## config.mk

```make
export PLATFORM = sky130hd
export DESIGN_NAME = rr_arb_mux_flat
export DESIGN_NICKNAME = d
export VERILOG_FILES = /design/src/rtl/rr_arb_mux_if.sv /design/src/rtl/rr_arb_mux.sv /design/src/flat_wrapper.sv
export SDC_FILE = /design/constraint.sdc
export NUM_CORES = 1
export LEC_CHECK = 0
export BUFFER_PORTS_ARGS = -buffer_cell sky130_fd_sc_hd__buf_4
export CAP_MARGIN = 0
export CORE_ASPECT_RATIO = 1.2
export CORE_MARGIN = 2
export CORE_UTILIZATION = 35
export CTS_CLUSTER_SIZE = 20
export DETAILED_ROUTE_END_ITERATION = 16
export PLACE_DENSITY = 0.65
export SYNTH_ARGS = -nofsm -noshare
export SYNTH_HDL_FRONTEND = slang
export SYNTH_SLANG_ARGS = --single-unit
```

## constraint.sdc

```tcl
create_clock -name clk -period 3.2 [get_ports clk]
set_input_delay 0.32 -clock clk [delete_from_list [all_inputs] [get_ports clk]]
set_output_delay 0.32 -clock clk [all_outputs]
set_load 0.02 [all_outputs]
```

## src/rtl/rr_arb_mux_if.sv

```systemverilog
// Handshake bundle for rr_arb_mux: N producer channels, one
// registered consumer port, plus the forced-select controls.
interface rr_arb_mux_if #(
  parameter int WIDTH  = 8,
  parameter int NUM_CH = 4
);
  localparam int CH_W = $clog2(NUM_CH);

  logic [NUM_CH*WIDTH-1:0] in_data;
  logic [NUM_CH-1:0]       in_valid;
  logic [NUM_CH-1:0]       in_ready;
  logic                    force_en;
  logic [CH_W-1:0]         force_sel;
  logic [WIDTH-1:0]        out_data;
  logic [CH_W-1:0]         out_ch;
  logic                    out_valid;
  logic                    out_ready;

  modport master (
    output in_data, in_valid, force_en,
    output force_sel, out_ready,
    input  in_ready, out_data, out_ch, out_valid
  );

  modport slave (
    input  in_data, in_valid, force_en,
    input  force_sel, out_ready,
    output in_ready, out_data, out_ch, out_valid
  );
endinterface

```

## src/rtl/rr_arb_mux.sv

```systemverilog
// Registered N:1 arbitrating mux, round-robin by default,
// with a forced-select mode acting as a plain registered mux.
module rr_arb_mux #(
  parameter int WIDTH  = 8,
  parameter int NUM_CH = 4
) (
  input logic         clk,
  input logic         rst_n,
  rr_arb_mux_if.slave bus
);
  localparam int CH_W = $clog2(NUM_CH);
  localparam int NP   = 2**CH_W;
  localparam logic [CH_W:0] NCH = (CH_W+1)'(NUM_CH);
  localparam logic [CH_W-1:0] LAST = CH_W'(NUM_CH-1);

  logic [CH_W-1:0]  ptr;
  logic [CH_W-1:0]  ptr_nxt;
  logic [CH_W-1:0]  gnt;
  logic             gnt_vld;
  logic             slot_free;
  logic             take;
  logic [NP-1:0]    vld;
  logic [CH_W:0]    idx;
  logic [WIDTH-1:0] sel_data;
  logic [NUM_CH-1:0] rdy;

  logic [WIDTH-1:0] data_q;
  logic [CH_W-1:0]  ch_q;
  logic             vld_q;

  // Padding keeps out-of-range indices reading as not-valid.
  assign vld       = NP'(bus.in_valid);
  assign slot_free = !vld_q || bus.out_ready;
  assign take      = slot_free && gnt_vld && rst_n;
  assign ptr_nxt   = (gnt == LAST) ? '0 : gnt + 1'b1;

  always_comb begin
    gnt_vld = 1'b0;
    gnt     = '0;
    idx     = '0;
    if (bus.force_en) begin
      if ({1'b0, bus.force_sel} < NCH &&
          vld[bus.force_sel]) begin
        gnt_vld = 1'b1;
        gnt     = bus.force_sel;
      end
    end else begin
      for (int k = 0; k < NUM_CH; k++) begin
        idx = {1'b0, ptr} + (CH_W+1)'(k);
        if (idx >= NCH) idx = idx - NCH;
        if (!gnt_vld && vld[idx[CH_W-1:0]]) begin
          gnt_vld = 1'b1;
          gnt     = idx[CH_W-1:0];
        end
      end
    end
  end

  always_comb begin
    sel_data = '0;
    rdy      = '0;
    for (int i = 0; i < NUM_CH; i++) begin
      if (gnt == CH_W'(i)) begin
        sel_data = bus.in_data[i*WIDTH +: WIDTH];
        rdy[i]   = take;
      end
    end
  end

  always_ff @(posedge clk or negedge rst_n) begin
    if (!rst_n) begin
      data_q <= '0;
      ch_q   <= '0;
      vld_q  <= 1'b0;
      ptr    <= '0;
    end else if (slot_free) begin
      vld_q <= gnt_vld;
      if (gnt_vld) begin
        data_q <= sel_data;
        ch_q   <= gnt;
        if (!bus.force_en) ptr <= ptr_nxt;
      end
    end
  end

  assign bus.in_ready  = rdy;
  assign bus.out_data  = data_q;
  assign bus.out_ch    = ch_q;
  assign bus.out_valid = vld_q;
endmodule
```

## src/flat_wrapper.sv

```systemverilog
// flat-port wrapper written by rule: the top's interface ports become plain ports
module rr_arb_mux_flat 
#(
  parameter int WIDTH  = 8,
  parameter int NUM_CH = 4
)
  (clk, rst_n, bus_in_data, bus_in_valid, bus_force_en, bus_force_sel, bus_out_ready, bus_in_ready, bus_out_data, bus_out_ch, bus_out_valid);
  rr_arb_mux_if #(.WIDTH(WIDTH), .NUM_CH(NUM_CH)) bus_i ();
  input logic clk;
  input logic rst_n;
  input wire logic [$bits(bus_i.in_data)-1:0] bus_in_data;
  input wire logic [$bits(bus_i.in_valid)-1:0] bus_in_valid;
  input wire logic [$bits(bus_i.force_en)-1:0] bus_force_en;
  input wire logic [$bits(bus_i.force_sel)-1:0] bus_force_sel;
  input wire logic [$bits(bus_i.out_ready)-1:0] bus_out_ready;
  output wire logic [$bits(bus_i.in_ready)-1:0] bus_in_ready;
  output wire logic [$bits(bus_i.out_data)-1:0] bus_out_data;
  output wire logic [$bits(bus_i.out_ch)-1:0] bus_out_ch;
  output wire logic [$bits(bus_i.out_valid)-1:0] bus_out_valid;
  assign bus_i.in_data = bus_in_data;
  assign bus_i.in_valid = bus_in_valid;
  assign bus_i.force_en = bus_force_en;
  assign bus_i.force_sel = bus_force_sel;
  assign bus_i.out_ready = bus_out_ready;
  assign bus_in_ready = bus_i.in_ready;
  assign bus_out_data = bus_i.out_data;
  assign bus_out_ch = bus_i.out_ch;
  assign bus_out_valid = bus_i.out_valid;
  rr_arb_mux #(.WIDTH(WIDTH), .NUM_CH(NUM_CH)) u_core (.clk(clk), .rst_n(rst_n), .bus(bus_i));
endmodule
```

== After elaboration in Yosys (flattened, before gate mapping) ==
Index checks and enable logic that the tools add are counted.
Word-level totals
  output and inout bits: 15
  word-level logic and storage cells: 80
  ROM bits: 0
  memories kept: 0
  RAM bits: 0
  bits of input ports: 42
  latch bits: 0
  register bits after elaboration: 13
Operators by class
  shift-type cells: 0
  reductions and logical operators: 13
  multiply operators: 0
  $add $sub $neg: 8
  magnitude comparators: 9
  div/mod/pow operators: 0
  bitwise operators: 1
  equal/unequal tests: 3
  muxes and demuxes: 42
Operators by type and width (count)
  8-bit two-way mux: 4
  2-bit two-way mux: 15
  1-bit two-way mux: 18
  2-bit by 3-bit less-than comparator with 1-bit output, second input constant: 5
  1-bit binary-select mux with 2-bit select: 5
  3-bit >= comparator, second input constant: 3
  2-bit by 1-bit subtractor with 2-bit output, second input constant: 4
  2-bit by 2-bit adder with 3-bit output, second input constant: 2
  1-bit logical AND: 5
  2-bit == test, second input constant: 2
  1-bit zero test: 4
  2-bit by 1-bit adder with 3-bit output, second input constant: 1
  2-bit by 3-bit >= comparator with 1-bit output, second input constant: 1
  3-bit AND reduction: 1
  2-bit by 1-bit adder with 2-bit output, second input constant: 1
  2-bit by 1-bit == test with 1-bit output, second input constant: 1
  2-bit zero test: 1
  2-bit AND reduction: 1
  1-bit logical OR: 1
  1-bit NOT: 1

== Logic depth before layout (Yosys ltp) ==
  word-level depth: 24
  gate-level depth with buffers: 10
  gate-level depth less buffers: 9

== Worst setup path before layout ==
OpenSTA, ideal clock, no wires.
  path kind: register -> output
  start: reg u_core.ptr[1]
  end: out bus_in_ready[3]
  cell stages (with the launch flop): 9
  path buffers: 2
  arrival: 1.998 ns
  data required time: 2.880 ns
  slack: 0.882 ns
  cells stage by stage: dfrtp_1 a21oi_1 o21ai_0 a211oi_1 or2_2 ha_1 buf_1 clkbuf_1 and3_2
Between the ends
  elaborated cells on any way between the ends: 50
  classes of those cells: add/sub: 7; order compare: 4; eq/ne: 1; mux: 30; reduce/logical: 8
RTL lines
  start: declaration: line rr_arb_mux.sv:16  | logic [CH_W-1:0] ptr;
  start signal: assignment: line rr_arb_mux.sv:81  | if (!bus.force_en) ptr <= ptr_nxt;
  2-bit by 3-bit >= comparator with 1-bit output or 2-bit by 1-bit subtractor with 2-bit output (tied branches): line rr_arb_mux.sv:50  | if (idx >= NCH) idx = idx - NCH;
  2-bit two-way mux: line rr_arb_mux.sv:50
  2-bit two-way mux: line rr_arb_mux.sv:41  | if (bus.force_en) begin
  1-bit binary-select mux with 2-bit select: line rr_arb_mux.sv:51  | if (!gnt_vld && vld[idx[CH_W-1:0]]) begin
  1-bit two-way mux (not written as such): line rr_arb_mux.sv:51
  1-bit two-way mux: line rr_arb_mux.sv:51
  1-bit two-way mux: line rr_arb_mux.sv:41
  1-bit zero test: line rr_arb_mux.sv:51
  [... 6 more ...]
  1-bit two-way mux: line rr_arb_mux.sv:41
  1-bit zero test: line rr_arb_mux.sv:51
  1-bit logical AND: line rr_arb_mux.sv:51
  2-bit two-way mux (*): line rr_arb_mux.sv:51
  2-bit two-way mux (*): line rr_arb_mux.sv:41
  via u_core.gnt[1]: line rr_arb_mux.sv:18  | logic [CH_W-1:0] gnt;
  2-bit == test (*): line rr_arb_mux.sv:63  | if (gnt == CH_W'(i)) begin
  1-bit two-way mux (*): line rr_arb_mux.sv:63
  end: declaration: line flat_wrapper.sv:16  | output wire logic [$bits(bus_i.in_ready)-1:0] bus_in_ready;
The timed path passes the listed nets; every way through them passes the cells marked *. The select of a mux whose other input is x is not followed.

== Worst setup path after layout ==
Ends and elaborated chain as after synthesis.

==> reports/results.txt <==
Distinct cells, synth - 27
Clk buf depth - 2
WHS - 381 ps
Root Buffer - clkbuf_4
Die Wd - 54.0 um
Sequential area share after synthesis - 0.310
Die Y-Extent - 64.0 um
Outcome - complete, no violations
Dpl hpwl - 2240 um
DRC - 0
Share of layout cells above drive strength 1 - 0.494
Pwr/cell area - 586 nW/um2
Critical path endpoint category - primary output
Initial antenna violation count - 0
Fin crit period - 2730 ps
CP Class - register to primary output
Core ar. - 2840 um2
Crit path launch type - register
Yosys synthesis warning count - 0
# fillers - 267
Avg WL per Cell - 14.5 um
Min-delay src - bus_in_data[26]
Area Growth Syn to Fin - 44.7%
Clock Skew - 3.96 ps
Total gr overflow - 0
DR vias - 1050
Antenna violation net count after detailed routing - 0
Inserted Clock Buffers - 3
Post-route cell area - 1520 um2
Post-synth EDFFs - 0
Final Core Density - 0.535
CP Data Required Time - 2880 ps
Largest net degree at the start of global routing - 18
Worst reg2reg startpoint - u_core.ptr[1]
Most frequent cells in the layout - 56 x buf_4, 13 x nand2_1, 13 x dfrtp_1
Worst slew pin tran - 550 ps
Mapped Area - 1050 um2
Fin Setup TNS - 0 ps
HP Class - primary input to register
First-pass GRT wire length - 4240 um
Clock Sinks - 13
Placed insts - 191
Fin cells - 196
Relative slew slack - 0.634
Ant diodes - 0
Clock transition at path regs - 90 ps
Ys async rst share - 1.00
Mapped Nets - 152
Maxcap violations - 0
Hold Vio Cnt, Final - 0
Site Rows - 21
Vias in the first global route - 974
Die area - 3460 um2
Resized cells post-CTS - 0
Place WS - 542 ps
Slew Viols, Final - 0
Syn avg cell area - 9.90 um2
Nets - 209
I/O Pins - 57
Total GRT Usage - 0.162
DR vias/cell - 5.36
H-tree depth - 1
1st-pass router iterations - 4
Skew-Pair Late Insertion Delay - 270 ps
Critical Path Start - u_core.ptr[1]
Fmax - 367 MHz
Final GP Congestion - 0.802
Total power - 0.890 mW
Final WS setup - 474 ps
Initial Util - 0.370
CTS tree - built
Crit path max fanout - 17
Final Cycle Share - 0.852
Most common cell after layout, fill and taps aside - buf_4
Final Setup Violations - 0
Pleak - 0.735 nW
VDD IR-drop max - 0.000262 V
Synth Instances - 106
Flops & latches, synth - 13
Cell Area, Placed - 1480 um2
IO buf count - 56
DRT iter0 DRCs - 26
Main synth FF type - dfrtp_1
Final wirelength - 2830 um
Worst Path Arrival - 2410 ps
Setup repair after global routing missed its margin - false
-- flip-flops by register name, summed over array words and instances (netlist names) --
name and count:
u_core.bus.out_ch 2, u_core.bus.out_data 8, u_core.bus.out_valid 1, u_core.ptr 2
-- cells in the mapped netlist, types with 3 or more instances --
cell type	instances	share of area
nand2b_1	4	0.024
nor2b_1	9	0.054
nand2_1	13	0.046
dfrtp_1	13	0.31
a21oi_1	5	0.024
mux2_4	5	0.072
clkbuf_1	3	0.011
inv_1	5	0.018
nor2_1	3	0.011
ha_1	4	0.048
mux2_2	5	0.054
a221oi_1	7	0.058
mux2i_1	5	0.048
o31ai_1	7	0.050
and3_2	4	0.029
-- final timing paths --
kind	depth (start not counted)	slack (ps)	end
worst min-delay path	4	380	u_core.bus.out_data[2]
min in group asynchronous	2	430	u_core.bus.out_data[3]
worst max register to register	9	550	u_core.bus.out_data[6]
max in group asynchronous	2	2580	u_core.bus.out_data[5]
worst max-delay path	7	470	bus_in_ready[3]
worst min register to register	1	510	u_core.bus.out_data[6]
-- cell type report --
| cell class | count | area (um2) | area share |
|---|---|---|---|
| tap | 34 | 42.5 | 0.0280 |
| timing repair buffer | 57 | 430 | 0.283 |
| inverter | 5 | 18.8 | 0.0124 |
| multi-input combinational | 83 | 676 | 0.445 |
| sequential | 13 | 325 | 0.214 |
| clock buffer | 4 | 26.3 | 0.0173 |
-- cells by family (layout without fill, tap and decap cells) --
logic type,Yosys count,after routing,share of synthesized area
AOI/OAI and AO/OA,28,28,0.228
adders and majority gates,4,4,0.0477
buffers and inverters,10,66,0.0465
DFF,13,13,0.310
muxes,15,15,0.173
and+or+nand+nor,36,36,0.195
-- routing by layer --
metal  vias up  GRT usage  wire length [um]
li1        499          -                 -
met4         0     0.0719                17
met2        52      0.262              1290
met5         -          0                 0
met3         2     0.0374               329
met1       497      0.199              1200
-- worst max-delay path, stage by stage (launching register included) --
cell and delay (ps):
dfrtp_1 460, a21oi_1 140, o21ai_0 80, a211oi_1 340, or2_2 190, ha_1 500
and3_2 280, buf_4 130
-- what timing repair did --
item	CTS	global route
hold buffers	1	0
endpoints found under the hold margin	13	0
buffers inserted	0	0
-- power breakdown --
part	switching (mW)	leakage [nW]	internal, mW
logic	0.240	0.564	0.264
registers	0.0494	0.156	0.232
clock network	0.0555	0.0150	0.0483
total	0.345	0.735	0.545
Note: power is estimated with default switching activity, not from simulation.
